$ cat config.mk
export PLATFORM = sky130hd
export DESIGN_NAME = debug_dump
export DESIGN_NICKNAME = d
export VERILOG_FILES = /design/src/rtl/debug_dump_pkg.sv /design/src/rtl/debug_dump_ser.sv /design/src/rtl/debug_dump.sv
export SDC_FILE = /design/constraint.sdc
export NUM_CORES = 1
export LEC_CHECK = 0
export ABC_CLOCK_PERIOD_IN_PS = 3400
export CORE_AREA = 2 2 102 104
export CTS_CLUSTER_DIAMETER = 120
export DETAILED_ROUTE_END_ITERATION = 16
export DIE_AREA = 0 0 104 106
export PLACE_DENSITY_LB_ADDON = 0.12
export SETUP_SLACK_MARGIN = 0.2
export SYNTH_ARGS = -nofsm -noshare
export SYNTH_HDL_FRONTEND = slang
export SYNTH_SLANG_ARGS = --single-unit
$ cat constraint.sdc
create_clock -name clk -period 3.4 [get_ports clk]
set_input_delay 0.68 -clock clk [delete_from_list [all_inputs] [get_ports clk]]
set_output_delay 0.68 -clock clk [all_outputs]
set_load 0.02 [all_outputs]
$ cat src/rtl/debug_dump_pkg.sv
// Shared constants for the capture-buffer debug read port initiator.
package debug_dump_pkg;

    // Frame header byte at the start of every dump.
    localparam logic [7:0] DBG_SYNC = 8'hA5;

    // Address bit selecting the K-flag array instead of the data array.
    localparam int DBG_ISKBIT = 15;

    // Which array the current read targets.
    typedef enum logic {
        PH_DATA = 1'b0,
        PH_ISK  = 1'b1
    } phase_e;

endpackage

$ cat src/rtl/debug_dump_ser.sv
// 32-bit load, 1..4 byte little-endian shifter with valid/ready output.
module debug_ser (
    input  logic        clk,
    input  logic        rst,
    input  logic        load_i,
    input  logic [31:0] data_i,
    input  logic [2:0]  nbytes_i,
    input  logic        ready_i,
    output logic [7:0]  byte_o,
    output logic        valid_o,
    output logic        last_o
);

    logic [31:0] data_q;
    logic [2:0]  cnt_q;
    logic        fire;

    assign valid_o = (cnt_q != 3'd0);
    assign byte_o  = data_q[7:0];
    assign fire    = valid_o && ready_i;
    assign last_o  = fire && (cnt_q == 3'd1);

    // Load a word, then shift one byte out per accepted transfer.
    always_ff @(posedge clk) begin
        if (rst) begin
            data_q <= 32'h0;
            cnt_q  <= 3'd0;
        end else if (load_i) begin
            data_q <= data_i;
            cnt_q  <= nbytes_i;
        end else if (fire) begin
            data_q <= {8'h00, data_q[31:8]};
            cnt_q  <= cnt_q - 3'd1;
        end
    end

endmodule

$ cat src/rtl/debug_dump.sv
// Walks a range of capture-buffer words over the debug read port and
// serialises them (plus optional K-flag nibbles) into a byte stream.
module debug_dump
    import debug_dump_pkg::*;
#(
    parameter int         NSZ     = 12,
    parameter int         TIMEOUT = 64,
    parameter logic [7:0] SYNC    = DBG_SYNC
) (
    input  logic           clk,
    input  logic           rst,
    input  logic           start,
    input  logic [NSZ-1:0] first,
    input  logic [NSZ:0]   count,
    input  logic           with_isk,
    output logic           busy,
    output logic           done,
    output logic           err,
    output logic [15:0]    debugaddr,
    output logic           debugreq,
    input  logic           debugack,
    input  logic [31:0]    debugrdata,
    output logic [7:0]     odat,
    output logic           ovalid,
    input  logic           oready
);

    localparam int TW = $clog2(TIMEOUT + 1);

    typedef enum logic [2:0] {
        S_IDLE, S_HDR, S_SETUP, S_REQ, S_GAP, S_SEND
    } state_e;

    state_e         state_q, state_d;
    logic [NSZ-1:0] i_q, i_d;
    logic [NSZ:0]   rem_q, rem_d;
    logic           isk_q, isk_d;
    phase_e         phase_q, phase_d;
    logic [15:0]    addr_q, addr_d;
    logic           err_q, err_d;
    logic           done_q, done_d;
    logic [TW-1:0]  tmr_q, tmr_d;
    logic           gap_q, gap_d;

    logic           ser_load, ser_valid, ser_last, ser_ready;
    logic [31:0]    ser_data;
    logic [7:0]     ser_byte;
    logic [NSZ-1:0] i_nxt;

    // Byte address of a data word, and the K-flag address of that word.
    function automatic logic [15:0] daddr(input logic [NSZ-1:0] idx);
        return 16'({idx, 2'b00});
    endfunction

    function automatic logic [15:0] kaddr(input logic [NSZ-1:0] idx);
        return (16'd1 << DBG_ISKBIT) | 16'(idx);
    endfunction

    assign i_nxt = i_q + 1'b1;

    debug_ser u_ser (
        .clk      (clk),
        .rst      (rst),
        .load_i   (ser_load),
        .data_i   (ser_data),
        .nbytes_i ((phase_q == PH_ISK) ? 3'd1 : 3'd4),
        .ready_i  (ser_ready),
        .byte_o   (ser_byte),
        .valid_o  (ser_valid),
        .last_o   (ser_last)
    );

    assign busy      = (state_q != S_IDLE);
    assign done      = done_q;
    assign err       = err_q;
    assign debugaddr = addr_q;
    assign debugreq  = (state_q == S_REQ);
    assign ser_ready = oready && (state_q == S_SEND);
    assign ovalid    = (state_q == S_HDR) || ((state_q == S_SEND) && ser_valid);
    assign odat      = (state_q == S_HDR)  ? SYNC :
                       (state_q == S_SEND) ? ser_byte : 8'h00;

    // State and datapath registers.
    always_ff @(posedge clk) begin
        if (rst) begin
            state_q <= S_IDLE;
            i_q     <= '0;
            rem_q   <= '0;
            isk_q   <= 1'b0;
            phase_q <= PH_DATA;
            addr_q  <= 16'h0;
            err_q   <= 1'b0;
            done_q  <= 1'b0;
            tmr_q   <= '0;
            gap_q   <= 1'b0;
        end else begin
            state_q <= state_d;
            i_q     <= i_d;
            rem_q   <= rem_d;
            isk_q   <= isk_d;
            phase_q <= phase_d;
            addr_q  <= addr_d;
            err_q   <= err_d;
            done_q  <= done_d;
            tmr_q   <= tmr_d;
            gap_q   <= gap_d;
        end
    end

    // Dump sequencer: header, then per word setup/request/gap/send.
    always_comb begin
        state_d  = state_q;
        i_d      = i_q;
        rem_d    = rem_q;
        isk_d    = isk_q;
        phase_d  = phase_q;
        addr_d   = addr_q;
        err_d    = err_q;
        done_d   = 1'b0;
        tmr_d    = tmr_q;
        gap_d    = gap_q;
        ser_load = 1'b0;
        ser_data = debugrdata;

        case (state_q)
            S_IDLE: begin
                if (start) begin
                    i_d     = first;
                    rem_d   = count;
                    isk_d   = with_isk;
                    err_d   = 1'b0;
                    state_d = S_HDR;
                end
            end
            S_HDR: begin
                if (oready) begin
                    if (rem_q == '0) begin
                        state_d = S_IDLE;
                        done_d  = 1'b1;
                    end else begin
                        phase_d = PH_DATA;
                        addr_d  = daddr(i_q);
                        state_d = S_SETUP;
                    end
                end
            end
            S_SETUP: begin
                // Address has been stable for this cycle; raise req next.
                tmr_d   = '0;
                state_d = S_REQ;
            end
            S_REQ: begin
                if (debugack) begin
                    ser_load = 1'b1;
                    ser_data = (phase_q == PH_ISK) ? {28'h0, debugrdata[3:0]} : debugrdata;
                    gap_d    = 1'b0;
                    state_d  = S_GAP;
                end else if (tmr_q == TW'(TIMEOUT - 1)) begin
                    ser_load = 1'b1;
                    ser_data = 32'h0;
                    err_d    = 1'b1;
                    gap_d    = 1'b0;
                    state_d  = S_GAP;
                end else begin
                    tmr_d = tmr_q + 1'b1;
                end
            end
            S_GAP: begin
                // Two low cycles let the target's edge detector re-arm.
                gap_d = 1'b1;
                if (gap_q) state_d = S_SEND;
            end
            S_SEND: begin
                if (ser_last) begin
                    if ((phase_q == PH_DATA) && isk_q) begin
                        phase_d = PH_ISK;
                        addr_d  = kaddr(i_q);
                        state_d = S_SETUP;
                    end else begin
                        i_d   = i_nxt;
                        rem_d = rem_q - 1'b1;
                        if (rem_q == (NSZ+1)'(1)) begin
                            state_d = S_IDLE;
                            done_d  = 1'b1;
                        end else begin
                            phase_d = PH_DATA;
                            addr_d  = daddr(i_nxt);
                            state_d = S_SETUP;
                        end
                    end
                end
            end
            default: state_d = S_IDLE;
        endcase
    end

endmodule

==> metrics, run 1 <==
first-pass GRT wire length 22100 um; Skew-Pair Late Insertion Delay 0.37 ns; RSZ-0062 raised after global routing no; Leakage 2.15 nW; Mean Syn Cell Area 7.80 um2; maxcap violations 0; async set-reset flop share out of synthesis 0%; chip width between 100 and 150 um; Seq pwr share between 40% and 50%; Sw Ratio 31.7%; Synth Register Bits between 80 and 90; Sink Count 89; Post-synth EDFFs 0; CTS clk-pin slew, worst paths roughly 0.09 ns; Hold Buf Count CTS 0; Routed Antenna Nets 0; largest net degree at the start of global routing 66; vias about 5000; detailed-route wire length ~13000 um; most frequent cells in the layout 89 x dfxtp_1, 89 x clkdlybuf4s50_1, 72 x nor2_1, 57 x nand2_1, 49 x a21oi_1; Yosys warnings 0; peak supply drop around 0.00017 V; Root Buffer Master clkbuf_8; Worst Skew 0.0143 ns; HP Class flip-flop to flip-flop; multiplexer area fraction after synthesis about 1.4%; worst endpoint data arrival time about 2.3 ns; CTS HTree Levels 3; total power around 0.0025 W; Compound-Gate Fraction of Synth Area between 20% and 30%; Post-CTS Setup Bufs 0; Slew @ Worst Pin 0.952 ns; final setup TNS 0 ns; # diodes 0; CP Cell Sequence nand2b_1 -> a21oi_1 -> clkdlybuf4s50_1; post-synthesis cell area ~5000 um2; port bufs 90; maximum clock rate roughly 0.34 GHz; min Tclk post-route around 3.0 ns; syn nets ~700; simple-gate share of the synthesized area approximately a quarter; Vias per Instance 6.00; Post-synth top flop dfxtp_1; total grt overflow 0; Post-Synth Adder-Cell Area under 10%; crit path max fanout 19; share of layout cells above drive strength 1 under 10%; Core ar. 10000 um2; Starting Density roughly half; number of distinct library cells after synthesis 70; Fillers approximately 1000; DRT Pass-1 Iters 5; final design area excluding fillers between 6000 and 7000 um2; Placer Congestion between 0.8 and 0.9; CTS max path bufs 2; Setup CP Type flip-flop to output pin; wire length per cell 16.1 um; period utilisation layout about 87%; status complete, no violations; Combinational Power Share between 20 and 25%; CP delay by family, top flip-flops; DRT iter0 DRCs 324; synthesized netlist cell count approximately 620; switching pwr just under 0.0008 W; Crit path buffers/inverters 1; total CTS buffers 9; xor/xnor cell area share of the yosys netlist less than 1%; largest family of logic cells by synthesized area compound AO/OA/AOI/OAI gates; power share of the clock group between 30% and 40%; Crit path largest cell delay 0.74 ns; final slew viol count 0; sequential-to-total area share from yosys stat between 30% and 40%; vias in the first global route around 4500; CP startpoint kind flip-flop; Internal Pwr Total approximately 0.0017 W; CTS tree yes; height of the chip 106 um; final hold vios 0; Post-CTS Resized 0; total I/O pin count between 90 and 100; full die area between 10000 and 15000 um2; Power Dens Cells slightly above 400 nW/um2; initial antenna violation count 0; All-Layer GR Usage approximately a quarter; Layout area overhead 24.0%; DRC violations left 0; Area after DPL a little under 6000 um2; CP required ~2.7 ns; Slowest cell on crit path dfxtp_1; HPWL Detailed between 9000 and 10000 um; nets about 760; critical path capture point type output pin; # rows 37; Worst slew margin 36.6%; final setup fails 0
==> per-stage QoR <==
step	setup WS (ns)	utilization, %	std cells	hold slack [ns]
after global routing	0.314	60.4	829	0.458
after detailed placement	0.417	58.4	813	0.440
final	0.446	60.4	829	0.452
after floorplan	1.07	-	624	0.425
after global placement	0.465	58.4	813	0.429
after CTS	0.471	60.4	829	0.452
==> synth_stat cells, types with 5 or more instances <==
| cell | instances | area (um2) |
|---|---|---|
| and2_1 | 9 | 56.3 |
| nand3_1 | 17 | 85.1 |
| ha_1 | 8 | 100 |
| a22oi_1 | 12 | 90.1 |
| inv_1 | 15 | 56.3 |
| nor3_1 | 34 | 170 |
| a21oi_1 | 49 | 245 |
| buf_2 | 12 | 60.1 |
| nand2_1 | 57 | 214 |
| a211oi_1 | 11 | 82.6 |
| a2bb2oi_1 | 10 | 87.6 |
| buf_1 | 5 | 18.8 |
| a221oi_1 | 21 | 184 |
| nand2b_1 | 6 | 37.5 |
| a31oi_1 | 8 | 50.1 |
| clkbuf_1 | 34 | 128 |
| nor4_1 | 6 | 37.5 |
| o31ai_1 | 6 | 45.0 |
| nor2_1 | 72 | 270 |
| mux2i_1 | 7 | 70.1 |
| nand4_1 | 8 | 50.1 |
| and3_1 | 5 | 31.3 |
| o21ai_0 | 37 | 185 |
| dfxtp_1 | 89 | 1780 |
==> power by group through the flow <==
stage | combinational (W) | clock, W | sequential (W)
after floorplan | 0.000360 | 0 | 0.00117
after CTS | 0.000567 | 0.000780 | 0.00116
after global placement | 0.000555 | 0 | 0.00118
after global routing | 0.000624 | 0.000824 | 0.00117
after detailed placement | 0.000564 | 0 | 0.00119
final | 0.000569 | 0.000767 | 0.00116
==> layout make-up <==
class | instances | area (um2) | share of cell area (%)
Timing Repair Buffer | 106 | 1020 | 16.8
Tap cell | 136 | 170 | 2.82
Inverter | 16 | 60.1 | 0.995
Clock inverter | 6 | 73.8 | 1.22
Clock buffer | 10 | 128 | 2.11
Multi-Input combinational cell | 466 | 2810 | 46.5
Sequential cell | 89 | 1780 | 29.5
==> layer usage <==
| metal | part of all wire, % | GRT usage (%) |
|---|---|---|
| met4 | 1.1 | 6.56 |
| met3 | 5.6 | 4.29 |
| met2 | 46 | 38.0 |
| met1 | 48 | 34.8 |
| met5 | 0 | 0 |
==> sequential cells by signal (all words and copies together) (netlist names) <==
register      count
state_q           3
tmr_q             7
err               1
debugaddr        15
gap_q             1
u_ser.cnt_q       3
u_ser.data_q     32
rem_q            13
i_q              12
done              1
isk_q             1
==> worst reg2reg max path: stages, from the launching register on <==
cell,delay [ns]
dfxtp_1,0.71
nor2b_1,0.17
nand2_1,0.17
inv_1,0.13
a21oi_2,0.77
buf_4,0.33
a221oi_1,0.07
a211oi_1,0.21
==> logic make-up (layout without fill, tap and decap cells) <==
group	Yosys count	count (layout)
other cells	1	1
flops	89	89
buf+inv	69	138
simple gates	244	244
fa+ha+maj	8	8
mux	7	7
xor+xnor	5	5
compound gates	201	201
==> worst paths after layout <==
check	startpoint	to	slack [ns]	cells past startpoint
setup / recovery	state_q[0]$_SDFFE_PP0P_	ovalid	0.45	3
hold / removal	tmr_q[6]$_SDFFE_PP0P_	tmr_q[6]$_SDFFE_PP0P_	0.45	1
setup reg to reg	state_q[2]$_SDFFE_PP0P_	u_ser.data_q[6]$_SDFFE_PP0P_	0.76	7
hold reg to reg	tmr_q[6]$_SDFFE_PP0P_	tmr_q[6]$_SDFFE_PP0P_	0.45	1
No activity file was read; power rests on OpenSTA's default activity.
==> inputs of run 2 (changes only) <==
Settings changed: CORE_AREA 2 2 102 104 to 4 4 104 106, DIE_AREA 0 0 104 106 to 0 0 108 110, GPL_TIMING_DRIVEN from default to 0.
==> metrics, run 2 (synthesis results as in run 1) <==
Crit path largest cell delay roughly 0.63 ns; Starting Density 49.8%; CTS clk-pin slew, worst paths 0.09 ns; Worst setup endpoint odat[4]; first-pass GRT wire length between 20000 and 25000 um; detailed-route wire length around 15000 um; met3 WL ~1400 um; DRC violations left 0; Seq pwr share between 40 and 50%; Cells after DPL around 850; highest routed layer met4; CTS max path bufs 2; Sw Ratio about a third; Most flops, register u_ser.data_q; commonest non-fill, non-tap cell in the layout dfxtp_1; total grt overflow 0; status complete, no violations; CP Cell Sequence buf_2 -> nand3b_1 -> buf_2 -> buf_2 -> nor2_1 -> clkdlybuf4s50_1; HP Class flip-flop to flip-flop; CTS tree yes; Post-CTS Setup Bufs 0; final slew viol count 0; full die area roughly 12000 um2; chip width 108 um; Internal Pwr Total ~0.0016 W; RSZ-0062 raised after global routing no; WL met1 between 6000 and 7000 um; HPWL Detailed around 11000 um; Sink Count between 80 and 90; Slowest cell on crit path clkdlybuf4s50_1; CP startpoint kind flip-flop; switching pwr around 0.00079 W; total power between 0.002 and 0.0025 W; final hold vios 0; CTS HTree Levels 3; critical path capture point type output pin; total CTS buffers 9; Fillers 900; fin cells around 860; peak supply drop between 0.0002 and 0.00025 V; critical path's most frequent cell buf_2; All-Layer GR Usage a little over a quarter; Worst slew margin 40.0%; total I/O pin count between 90 and 100; # rows 36; vias in the first global route between 4000 and 5000; Routed Antenna Nets 0; vias 5175; worst reg2reg setup slack about 0.78 ns; CP required 2.72 ns; pre-CTS WS -0.0261 ns; Critical Path Stages 6; wire length per cell 17.8 um; height of the chip ~110 um; Crit path buffers/inverters 4; Post-CTS Resized 8; Core ar. 9770 um2; Vias per Instance 6.01; Reg-to-Reg Start rem_q[0]$_SDFFE_PP0P_; DRT Pass-1 Iters 5; final setup fails 0; largest net degree at the start of global routing 16; power share of the clock group ~28%; reg2reg path depth 7; DRT iter0 DRCs ~420; min Tclk post-route between 3 and 4 ns; crit path from state_q[0]$_SDFFE_PP0P_; Skew-Pair Late Insertion Delay around 0.36 ns; nets a little under 800; initial antenna violation count 0; CP delay by family, top buffers and inverters; met2 WL post-DR 7030 um; Placer Congestion 0.929; crit path max fanout 10; Largest register FFs 32; port bufs 89; share of layout cells above drive strength 1 around 6.5%; Power Dens Cells 397 nW/um2; Leakage around 2.2 nW; # diodes 0; Root Buffer Master clkbuf_8; post-layout worst setup margin 0.312 ns; Hold Buf Count CTS 0; worst endpoint data arrival time approximately 2.4 ns; period utilisation layout between 90 and 100%; maximum clock rate 0.324 GHz; Layout area overhead 25.6%; maxcap violations 0; Worst Skew ~0.014 ns; Setup CP Type flip-flop to output pin; Slew @ Worst Pin between 0.8 and 0.9 ns; Critical R2R Capture debugaddr[10]$_SDFFE_PP0P_; Combinational Power Share between 20 and 30%; most frequent cells in the layout 89 x dfxtp_1, 86 x clkdlybuf4s50_1, 72 x nor2_1, 57 x nand2_1, 49 x a21oi_1
[run 2: changes by cell type in the layout (fill, tap and decap cells not counted), sizes merged, moves of 2 or more]
cell / delta
inv: -2
dlygate4sd2: +2
clkbuf: +33
clkinvlp: +3
clkdlybuf4s50: -3
buf: +3
[run 2: per-layer routing]
| layer | track usage (%) | up-vias |
|---|---|---|
| met4 | 8.30 | 0 |
| met3 | 4.95 | 30 |
| met1 | 36.3 | 2395 |
| met2 | 41.4 | 256 |
| met5 | 0 | - |
| li1 | - | 2494 |
[run 2: worst min-delay path by stage]
stage	end	cells after the start	slack, ns	from
2_1_floorplan	tmr_q[6]$_SDFFE_PP0P_	1	0.42	tmr_q[6]$_SDFFE_PP0P_
3_3_place_gp	tmr_q[6]$_SDFFE_PP0P_	1	0.43	tmr_q[6]$_SDFFE_PP0P_
3_5_place_dp	tmr_q[6]$_SDFFE_PP0P_	1	0.45	tmr_q[6]$_SDFFE_PP0P_
4_1_cts	tmr_q[6]$_SDFFE_PP0P_	1	0.46	tmr_q[6]$_SDFFE_PP0P_
5_1_grt	tmr_q[6]$_SDFFE_PP0P_	1	0.47	tmr_q[6]$_SDFFE_PP0P_
6_report	tmr_q[6]$_SDFFE_PP0P_	1	0.46	tmr_q[6]$_SDFFE_PP0P_
[run 2: power by group through the flow]
stage	clock (W)	combinational, W	sequential (W)
global route	0.000734	0.000662	0.00115
CTS	0.000685	0.000604	0.00114
finish	0.000675	0.000612	0.00114
global placement	0	0.000592	0.00116
floorplan	0	0.000360	0.00117
detailed placement	0	0.000600	0.00117
[run 2: worst reg2reg max path, stage by stage, from the launching register on]
cell and delay (ns):
dfxtp_1 0.37, inv_1 0.12, ha_1 0.22, or3b_2 0.45
nor4_1 0.56, o21ai_1 0.37, nand2_2 0.27, mux2i_1 0.20
[run 2: layout make-up]
class	instances	area [um2]	area share, %
flip-flops and latches	89	1780	29.1
well taps	133	166	2.72
clock buffers	10	138	2.25
inverters	16	60.1	0.982
repair buffers	89	891	14.6
multi-input cells	466	2810	45.9
plain buffers	53	233	3.81
clock inverters	5	40.0	0.655
[run 2: stage by stage]
stage	hold WS, ns	cell area (um2)	utilization (%)	setup TNS [ns]
2_1_floorplan	0.425	4870	-	0
3_3_place_gp	0.432	5930	60.6	0
3_5_place_dp	0.447	5930	60.6	-0.0284
4_1_cts	0.460	6110	62.5	0
5_1_grt	0.468	6110	62.6	0
6_report	0.458	6110	62.6	0
==> RTL edit: new RTL, config.mk and constraints of run 1 <==
The parameter `NSZ` goes from 12 to 13.
--- a/src/rtl/debug_dump.sv
+++ b/src/rtl/debug_dump.sv
@@ -3,7 +3,7 @@
 module debug_dump
     import debug_dump_pkg::*;
 #(
-    parameter int         NSZ     = 12,
+    parameter int         NSZ     = 13,
     parameter int         TIMEOUT = 64,
     parameter logic [7:0] SYNC    = DBG_SYNC
 ) (
Interface: changed (resized count and first); port bits go from 92 to 94. The function was not compared with the original's and may differ.
==> RTL edit against run 1 <==
  * Worst setup slack got worse by 0.068 ns
  * Critical endpoint is now odat[3]
  * Design area rose by 1.3%
  * Global-route usage fell by 0.58 points
  * Highest routed layer unchanged
  * Critical path depth did not move
  * Routed wire length fell by 2.4%
  * Total power rose by 4.3%
  * Synthesized cell count rose by 6.7%
  * Clock skew fell by 0.0061 ns
  * Area after synthesis rose by 2.0%
  * Sequential cell count rose by 3
  * Combinational power rose by 4.9%
==> RTL edit: results (changes against run 1) <==
The met3 global-route usage came out at 4.66% (+0.37 points). The violation count after the first detailed-routing iteration is 241 (-26%), and the wire length of the first global-routing pass is 21700 um (-1.9%). The maximum number of pins on one net before global-route repair was 78 (+18%). For the arrival time of data at the critical path endpoint, the log shows 2.34 ns (+0.07 ns).

The portion of the post-synthesis area used by sequential elements was 37.1% (+0.50 points). The tightest slew margin relative to the limit was 27.9% (-8.7 points); the delay of the slowest critical-path stage was 0.70 ns (-0.04 ns). The met1 routing resource usage after global routing was 29.7% (-5.1 points); the count of input and output buffers was 93 (+3.3%).

The number of standard cells in the layout, taps in and fillers out came out at 869 (+4.8%). By count the netlist is led by sky130_fd_sc_hd__nor2_1 (109), sky130_fd_sc_hd__dfxtp_1 (92), sky130_fd_sc_hd__nand2_1 (86), sky130_fd_sc_hd__a21oi_1 (73), sky130_fd_sc_hd__o21ai_0 (45). The startpoint identified for the worst hold timing path is debugaddr[8].

The logs give 6460 um (+5.9%) for the total met2 wirelength after detailed routing and 0 (unchanged) for the yosys synthesis warning count. The logs give 0.00591 mm^2 (+1.3%) for the instance area after placement and 801 (+5.5%) for the final net count. Max-capacitance violation count: 0 (unchanged).

The fraction of layout instances using a drive strength above 1 works out to 6.96% (+0.32 points). The startpoint identified for the worst register-to-register timing path is state_q[2]. The compound-gate portion of the synthesized area was 27.3% (-1.1 points). The run finished with clean final reports. The number of placed cells counting well taps was 854 (+5.0%); the met2 usage was 40.6% (+2.5 points). The worst hold path stage count was 2 (+1); the number of vias in the routed layout was 4938 (-0.68%). The final setup skew is 0.00829 ns (-0.00606 ns). The run gives 92 (+3.4%) as the number of clock sinks.

Startpoint type of the worst setup path: a flop. The average wire length per cell after detail routing is 15.0 um (-6.9%), and the placer's final routability congestion estimate is 0.848 (-1.0%). The peak fanout along the critical path was 17 (-2); the detailed placer's ending HPWL was 9030 um (-2.0%).

The logs give 4589 (+2.9%) for the via count of the first global-routing pass and 2.13 nW (-1.1%) for the static power due to leakage. The global-route usage over all layers is 23.8% (-0.58 points), and the number of distinct library cells after synthesis is 57 (-19%). The proportion of synthesized area in mux cells is 0.227% (-1.2 points), and the post-synthesis instance total is 666 (+6.7%). The maximum ir drop on the vdd rail came out at 0.203 mV (+18%). The detailed-router iteration count before antenna repair is 5 (unchanged), and the xor and xnor fraction of the mapped netlist area is 1.23% (+0.34 points). Detailed-route wire length on metal 1: 5600 um (-12%). By area the synthesized netlist is led by sky130_fd_sc_hd__dfxtp_1 (37%), sky130_fd_sc_hd__nor2_1 (8.2%), sky130_fd_sc_hd__a21oi_1 (7.4%), sky130_fd_sc_hd__nand2_1 (6.5%), sky130_fd_sc_hd__o21ai_0 (4.5%). The run gives 735 um (-2.0%) as the met3 wire length. The clock transition at the registers of the reported paths came out at 0.09 ns (about the same).

Worst setup timing slack at the placement stage: 0.425 ns (+0.00778 ns). The synthesized-area fraction occupied by adder cells was 1.76% (-0.29 points). For the net count of the mapped netlist, the log shows 738 (+6.2%). The logs give 0.36 ns for the insertion delay to the later sink of the worst-skew pair and 957 (-1.4%) for the count of fill cells added during filler insertion.
-- RTL edit: area by class of cell --
cell class	instances	area (um^2)	area share (%)
Multi-Input combinational cell	506	2830	46.2
Timing Repair Buffer	105	1020	16.6
Clock inverter	5	77.6	1.27
Clock buffer	10	128	2.09
Tap cell	136	170	2.78
Sequential cell	92	1840	30.1
Inverter	15	56.3	0.921
-- RTL edit: logic make-up after synthesis --
kind of cell,Yosys count
buffers and inverters,68
flip-flops,92
AND/OR/NAND/NOR,282
AO/OA/AOI/OAI,209
multiplexers,1
adder cells (fa/ha/maj),7
XOR/XNOR,7
-- RTL edit: where the power goes --
part	leakage [nW]	switching, mW	internal, mW
clock network	0.102	0.382	0.408
logic	1.28	0.330	0.268
registers	0.747	0.0848	1.14
-- RTL edit: worst paths after layout --
| check | to | slack (ns) |
|---|---|---|
| worst max-delay path | odat[3] | 0.38 |
| worst min register to register | debugaddr[8] | 0.45 |
| worst min-delay path | debugaddr[8] | 0.45 |
| worst max register to register | rem_q[3] | 0.69 |
